<file path="config.mk">
export PLATFORM = sky130hd
export DESIGN_NAME = wrap_event_reporter
export DESIGN_NICKNAME = d
export VERILOG_FILES = /design/src/rtl/wrap_event_reporter.sv
export SDC_FILE = /design/constraint.sdc
export NUM_CORES = 1
export LEC_CHECK = 0
export ABC_AREA = 1
export CORE_ASPECT_RATIO = 1.75
export CORE_MARGIN = 4
export CORE_UTILIZATION = 45
export CTS_CLUSTER_DIAMETER = 150
export DETAILED_ROUTE_END_ITERATION = 10
export GPL_TIMING_DRIVEN = 0
export PLACE_DENSITY = 0.71
export REMOVE_ABC_BUFFERS = 1
export SETUP_SLACK_MARGIN = 0.02
export SYNTH_ARGS = -nofsm -noshare
export SYNTH_HDL_FRONTEND = slang
export SYNTH_SLANG_ARGS = --single-unit
</file>
<file path="constraint.sdc">
create_clock -name clk -period 3.3 [get_ports clk]
set_clock_uncertainty 0.2 [all_clocks]
set_input_delay 0.825 -clock clk [delete_from_list [all_inputs] [get_ports clk]]
set_output_delay 0.825 -clock clk [all_outputs]
set_load 0.01 [all_outputs]
</file>
<file path="src/rtl/wrap_event_reporter.sv">
// wrap_event_reporter: watches a free-running down counter, counts its wraps
// (0 -> all-ones) into a modular epoch, and queues each new epoch in a small
// FIFO offered over a valid/ready handshake. Dropped events set a sticky
// overflow flag.
// Optional build macro ERR_CHECK_EN adds a sticky seq_err flag for count
// discontinuities. Without the macro, seq_err is tied to 0.
module wrap_event_reporter #(
    parameter int CNT_W   = 4,
    parameter int EPOCH_W = 8,
    parameter int DEPTH   = 4
) (
    input  logic                     clk,
    input  logic                     reset,
    input  logic [CNT_W-1:0]         cnt_in,
    output logic                     out_valid,
    input  logic                     out_ready,
    output logic [EPOCH_W-1:0]       out_epoch,
    output logic [$clog2(DEPTH):0]   out_level,
    output logic                     overflow,
    output logic                     seq_err
);

    localparam int AW = $clog2(DEPTH);
    localparam int LW = AW + 1;
    localparam logic [LW-1:0] FULL = LW'(DEPTH);

    logic [CNT_W-1:0]               prev_q, prev_d;
    logic                           prev_valid_q;
    logic [EPOCH_W-1:0]             epoch_q, epoch_d, epoch_inc;
    logic [DEPTH-1:0][EPOCH_W-1:0]  mem_q;
    logic [AW-1:0]                  wr_ptr_q, wr_ptr_d, rd_ptr_q, rd_ptr_d;
    logic [LW-1:0]                  level_q, level_d;
    logic                           overflow_q, overflow_d;

    logic wrap, full, pop, push, drop;

    // The wrap is seen as the transition from a sampled 0 to all-ones.
    // The first cycle after reset has no valid history, so it is ignored.
    assign wrap      = prev_valid_q && (prev_q == '0) && (cnt_in == {CNT_W{1'b1}});
    assign epoch_inc = epoch_q + EPOCH_W'(1);
    assign full      = (level_q == FULL);
    // Pop decisions use the registered level only, so a just-pushed entry
    // is never forwarded in the same cycle.
    assign pop       = (level_q != '0) && out_ready;
    // A full FIFO can still accept an entry when the head leaves in the same cycle.
    assign push      = wrap && (!full || pop);
    assign drop      = wrap && full && !pop;

    assign out_valid = (level_q != '0);
    assign out_epoch = out_valid ? mem_q[rd_ptr_q] : '0;
    assign out_level = level_q;
    assign overflow  = overflow_q;

    // Next-state for the sampler, epoch counter, FIFO pointers and flags.
    always_comb begin
        prev_d     = cnt_in;
        epoch_d    = epoch_q;
        wr_ptr_d   = wr_ptr_q;
        rd_ptr_d   = rd_ptr_q;
        level_d    = level_q;
        overflow_d = overflow_q;
        // The epoch advances on every wrap, whether or not the push is dropped.
        if (wrap)
            epoch_d = epoch_inc;
        if (push)
            wr_ptr_d = wr_ptr_q + AW'(1);
        if (pop)
            rd_ptr_d = rd_ptr_q + AW'(1);
        if (push && !pop)
            level_d = level_q + LW'(1);
        else if (!push && pop)
            level_d = level_q - LW'(1);
        if (drop)
            overflow_d = 1'b1;
    end

    // State registers. An asynchronous reset clears everything, including
    // queued epochs.
    always_ff @(posedge clk or posedge reset) begin
        if (reset) begin
            prev_q       <= '0;
            prev_valid_q <= 1'b0;
            epoch_q      <= '0;
            wr_ptr_q     <= '0;
            rd_ptr_q     <= '0;
            level_q      <= '0;
            overflow_q   <= 1'b0;
        end else begin
            prev_q       <= prev_d;
            prev_valid_q <= 1'b1;
            epoch_q      <= epoch_d;
            wr_ptr_q     <= wr_ptr_d;
            rd_ptr_q     <= rd_ptr_d;
            level_q      <= level_d;
            overflow_q   <= overflow_d;
        end
    end

    // FIFO storage. The pushed value is the post-increment epoch, so the
    // first wrap pushes 1.
    always_ff @(posedge clk or posedge reset) begin
        if (reset)
            mem_q <= '0;
        else if (push)
            mem_q[wr_ptr_q] <= epoch_inc;
    end

`ifdef ERR_CHECK_EN
    logic [CNT_W-1:0] prev_dec;
    logic             seq_err_q, seq_err_d;

    assign prev_dec = prev_q - CNT_W'(1);

    // Any step other than a decrement by one is a discontinuity.
    // Wrap detection runs independently of this check.
    always_comb begin
        seq_err_d = seq_err_q;
        if (prev_valid_q && (cnt_in != prev_dec))
            seq_err_d = 1'b1;
    end

    // Sticky discontinuity flag.
    always_ff @(posedge clk or posedge reset) begin
        if (reset)
            seq_err_q <= 1'b0;
        else
            seq_err_q <= seq_err_d;
    end

    assign seq_err = seq_err_q;
`else
    assign seq_err = 1'b0;
`endif

endmodule

</file>
# After elaboration in Yosys (flattened, before gate mapping)
# Cells that the tools add are included.
totals:
  reg_bits: 53
  output_inout_bits: 14
  in_bits: 7
  word_cells: 45
op_classes:
  n_reduce_logical: 16
  eq_ne: 2
  addsub: 5
  muxes: 8
  n_lt_le_gt_ge: 3
ops:
  columns: ["op", "count"]
  rows:
  - ["32-bit bitwise mux", 1]
  - ["8-bit 2-to-1 mux", 3]
  - ["8-bit binary-select mux with 2-bit select", 1]
  - ["8-bit demux with 2-bit select", 1]
  - ["1-bit logical AND", 9]
  - ["8-bit by 1-bit adder with 8-bit output (second input constant)", 1]
  - ["2-bit by 3-bit < comparator with 1-bit output (second input constant)", 2]
  - ["3-bit 2-to-1 mux", 2]
  - ["2-bit by 1-bit adder with 2-bit output (second input constant)", 2]
  - ["4-bit equality test (second input constant)", 1]
  - ["4-bit logical NOT", 1]
  - ["3-bit by 1-bit adder with 3-bit output (second input constant)", 1]
  - ["3-bit equality test (second input constant)", 1]
  - ["1-bit logical NOT", 3]
  - ["3-bit nonzero test", 1]
  - ["3-bit by 1-bit subtractor with 3-bit output (second input constant)", 1]
  - ["2-bit by 1-bit greater-or-equal comparator with 1-bit output (second input constant)", 1]
  - ["2-bit nonzero test", 1]
  - ["1-bit logical OR", 1]

# Longest topological paths before layout
logic_depth:
  word_depth: 8
  depth_mapped: 13
  ltp_nobuf: 12

# Worst setup path before layout
# OpenSTA, ideal clock, no wires.
synth_path:
  kind: "input-to-reg"
  startpoint: "input port out_ready"
  endpoint: "register level_q[1] (netlist: out_level[1])"
  setup_slack_ps: 642
  t_arrival_ps: 2330
  cell_stages: 9
  n_path_buf: 1
  setup_time_ps: 128
  required_ps: 2972
  cell_sequence: "nor2_1 -> nand2_4 -> inv_2 -> nor2_8 -> buf_6 -> ha_1 -> inv_2 -> fa_1 -> mux2_1"
synth_via:
  elab_cells_between_ends: 9
  classes_between: "mux (1); reduce/logical (8)"
synth_rtl:
  columns: ["item", "line_no", "source"]
  rows:
  - ["from (decl)", "16", "input logic out_ready,"]
  - ["1-bit logical AND", "44", "assign pop = (level_q != '0) && out_ready;"]
  - ["1-bit logical OR", "46", "assign push = wrap && (!full || pop);"]
  - ["1-bit logical AND", "46", null]
  - ["net push", "35", "logic wrap, full, pop, push, drop;"]
  - ["1-bit logical AND", "69", "if (push && !pop)"]
  - ["3-bit 2-to-1 mux", "69", null]
  - ["net level_d[1]", "32", "logic [LW-1:0] level_q, level_d;"]
  - ["to (signal assigned)", "94", "level_q <= level_d;"]
  - ["to (decl)", "32", null]
# The timed path passes the listed nets, and every way through them passes these cells.
# A chain may end at the register's enable or synchronous reset.

# Worst setup path in the final report
layout_path:
  startpoint: "register rd_ptr_q[0]"
  endpoint: "output port out_epoch[0]"
layout_via:
  elab_chain_cells: 3
layout_rtl:
  columns: ["item", "line_no", "source"]
  rows:
  - ["from (decl)", "31", "logic [AW-1:0] wr_ptr_q, wr_ptr_d, rd_ptr_q, rd_ptr_d;"]
  - ["from (signal assigned)", "93", "rd_ptr_q <= rd_ptr_d;"]
  - ["8-bit binary-select mux with 2-bit select", "50", "assign out_epoch = out_valid ? mem_q[rd_ptr_q] : '0;"]
  - ["8-bit 2-to-1 mux (not written as such)", "50", null]
  - ["8-bit 2-to-1 mux", "50", null]
  - ["to (decl)", "17", "output logic [EPOCH_W-1:0] out_epoch,"]
# No other way between the ends. The select of a mux whose other input is x is not followed.

==> impl_metrics.ini <==
[global_routing]
grt_pass1_vias = 2220
antenna_found_initial = 0
overflow = 0
grt_max_degree = 43
grt_usage_pct = 17.3
grt_pass1_wl_mm = 10.2

[finish]
multiInputGateArea_mm2 = 0.00128
n_antenna_cell = 0
final.fill_count = 559
drive_gt1_share_pct = 9.06
utilization_pct = 51.9
fin_nets = 355
area_growth_pct = 11.3
seq_area_mm2 = 0.00133

[sta]
setup_viol = 0
fin_crit_sh_pct = 93.4
setup_ws_ns = 0.217
finalHoldViolations = 0
max-slew-margin-rel_pct = 63.0
fin_tns_setup_ns = 0
fin_crit_ns = 3.08
hold-worst-slack_ns = 0.272
rsz0062_at_grt = false
tightest_slew_ns = 0.555
fmax_mhz = 324
slew_violations = 0

[detailed_routing]
drtAntennaViolNets = 0
drt_iter0_markers = 104
routed_wl_mm = 5.83
first_pass_iters = 4
vias = 2187
post-route-drc-count = 0
routed_via_density = 5.21
detail_route.wl_per_cell_um = 13.9

[clock_network]
cts-buffers-inserted = 5
cts_setup_buffers = 0
cts_tree = yes
root_buffer = clkbuf_8
clk_latency_ns = 0.30
htreeDepth = 2
cts_buffer_depth = 2
clkSinkCount = 53
cts.clk_slew.worst_paths_ns = 0.09

[floorplan]
core_mm2 = 0.00597
chipHeight_um = 112
die_w_um = 67.5
start_util_pct = 46.7
rows = 37
die-area_mm2 = 0.00756
num_io_pins = 21

[place]
io_buffers = 19
dp_hpwl_mm = 4.16
globalplace.congestion = 0.790
pre_cts_slack_ns = -0.0873

[worst_setup_path]
r2r_cells = 8
crit_path_max_fanout = 18
crit_chain = inv_2 > o21ai_1 > a21oi_1 > clkdlybuf4s50_1
worstSetupEndpointType = output port
cp_num_buf_inv = 2
start_kind = flip-flop
crit_family = buffers and inverters
crit_cells = 4
cpPeakStageDelay_ns = 0.56
arrival_ns = 2.06
cp_slowest_cell = dfrtp_2
worst_ep_required_time_ns = 2.27
path_class = flip-flop to output port

[run_status]
status = finished clean

[logic_synthesis]
synth_top_family_by_area = simple AND/OR/NAND/NOR gates
synth_fa_ha_area_share_pct = 3.41
yosysTopAreaCellShare_pct = 47.6
syn_inst = 329
syn_area_per_cell_um2 = 8.47
syn_area_mm2 = 0.00279
synth_area_leader_cell = dfrtp_1
yosys_warnings = 0
synth_compound_area_share_pct = 6.38
synth_cell_type_count = 29
synthSimpleGateAreaFrac_pct = 34.0
synth-seq-area-share_pct = 47.6
synthTopCellsByArea = dfrtp_1 (48%), nand2_1 (13%), nor2_1 (5.8%)
synth_xor_area_share_pct = 1.57
synth-seq-cells = 53
synthMuxAreaShare_pct = 0.404

[worst_hold_path]
holdPathStages = 2
min_path_type = flip-flop to flip-flop

[power_and_ir_drop]
p_per_area_mw_per_mm2 = 628
ir_worst_vdd_mv = 0.390
cellLeakagePower_nw = 1.57

[flow_run]
cap_violations = 0
[stage by stage]
step | power [mW] | cell area, um2 | instances
final | 1.95 | 3100 | 420
after CTS | 1.96 | 3100 | 420
after global placement | 1.49 | 2960 | 411
after detailed placement | 1.51 | 2980 | 412
after floorplan | 1.19 | 2680 | 314
after global routing | 2.07 | 3100 | 420
[cells by family after synthesis]
| kind of cell | after synthesis |
|---|---|
| and+or+nand+nor | 193 |
| DFF | 53 |
| AOI/OAI and AO/OA | 35 |
| buffers and inverters | 33 |
| adders and majority gates | 7 |
| xor gates and xnor gates | 5 |
| other | 2 |
| muxes | 1 |
[cell usage after synthesis, drive strengths merged]
master    n
mux2      1
clkbuf    3
ha        6
inv      18
xor2      4
fa        1
buf      12
nand3    21
nand2   102
nor2     48
o21ai    25
xnor2     1
dfrtp    53
nand4    22
a21oi     9
o21bai    1
conb      2
[worst paths after layout]
path / startpoint / slack (ns) / endpoint
max in group asynchronous: reset / 1.83 / rd_ptr_q[0]$_DFFE_PP0P_
hold reg to reg: mem_q[9]$_DFFE_PP0P_ / 0.27 / mem_q[9]$_DFFE_PP0P_
hold / removal: mem_q[9]$_DFFE_PP0P_ / 0.27 / mem_q[9]$_DFFE_PP0P_
setup / recovery: rd_ptr_q[0]$_DFFE_PP0P_ / 0.22 / out_epoch[0]
min in group asynchronous: reset / 0.56 / out_level[2]$_DFFE_PP0P_
setup reg to reg: out_level[0]$_DFFE_PP0P_ / 0.79 / out_level[1]$_DFFE_PP0P_
[routing by layer]
layer | GRT usage, % | share of wire [%] | wire, um
met1 | 19.1 | 37 | 2180
met2 | 32.3 | 56 | 3290
met3 | 2.70 | 3.8 | 221
met4 | 5.56 | 2.2 | 129
met5 | 0 | 0 | 0
[sequential cells by signal (all words and copies together), names as in the netlist]
signal / flops
prev_valid_q: 1
overflow: 1
mem_q: 32
out_level: 3
epoch_q: 8
wr_ptr_q: 2
rd_ptr_q: 2
prev_q: 4
[layout by cell type, fill, tap and decap left out, drive strengths merged]
cell | synthesis | layout
bufinv | 0 | 1
conb | 2 | 2
nor2 | 48 | 48
a21oi | 9 | 9
o21bai | 1 | 1
nand4 | 22 | 22
xnor2 | 1 | 1
o21ai | 25 | 25
nand2 | 102 | 102
inv | 18 | 18
dfrtp | 53 | 53
mux2 | 1 | 1
fa | 1 | 1
clkbuf | 3 | 7
buf | 12 | 1
xor2 | 4 | 4
ha | 6 | 6
nand3 | 21 | 21
clkdlybuf4s50 | 0 | 19
[area by class of cell]
cell class	count	share of cell area, %
multi-input cells	243	41.3
flip-flops and latches	53	42.8
repair buffers	20	6.78
clock inverters	1	0.968
well taps	78	3.15
inverters	18	2.18
clock buffers	7	2.78
[where the power goes]
group | internal, mW | total, mW | switching [mW]
Combinational | 0.305 | 0.689 | 0.384
Clock | 0.248 | 0.455 | 0.207
Sequential | 0.704 | 0.804 | 0.100
[timing repair]
| item | in CTS | in global routing |
|---|---|---|
| setup endpoints to repair | 0 | 8 |
| resized for setup | 0 | 1 |
| hold buffers | 0 | 0 |
[worst reg2reg max path: stages (launching register included)]
cell and delay, ns:
dfrtp_1 0.44, nor2_1 0.11, nand2_4 0.30, inv_2 0.14
nor2_8 0.25, ha_1 0.21, inv_2 0.05, fa_1 0.42
mux2_1 0.28
Power figures use the tool's default switching activity.
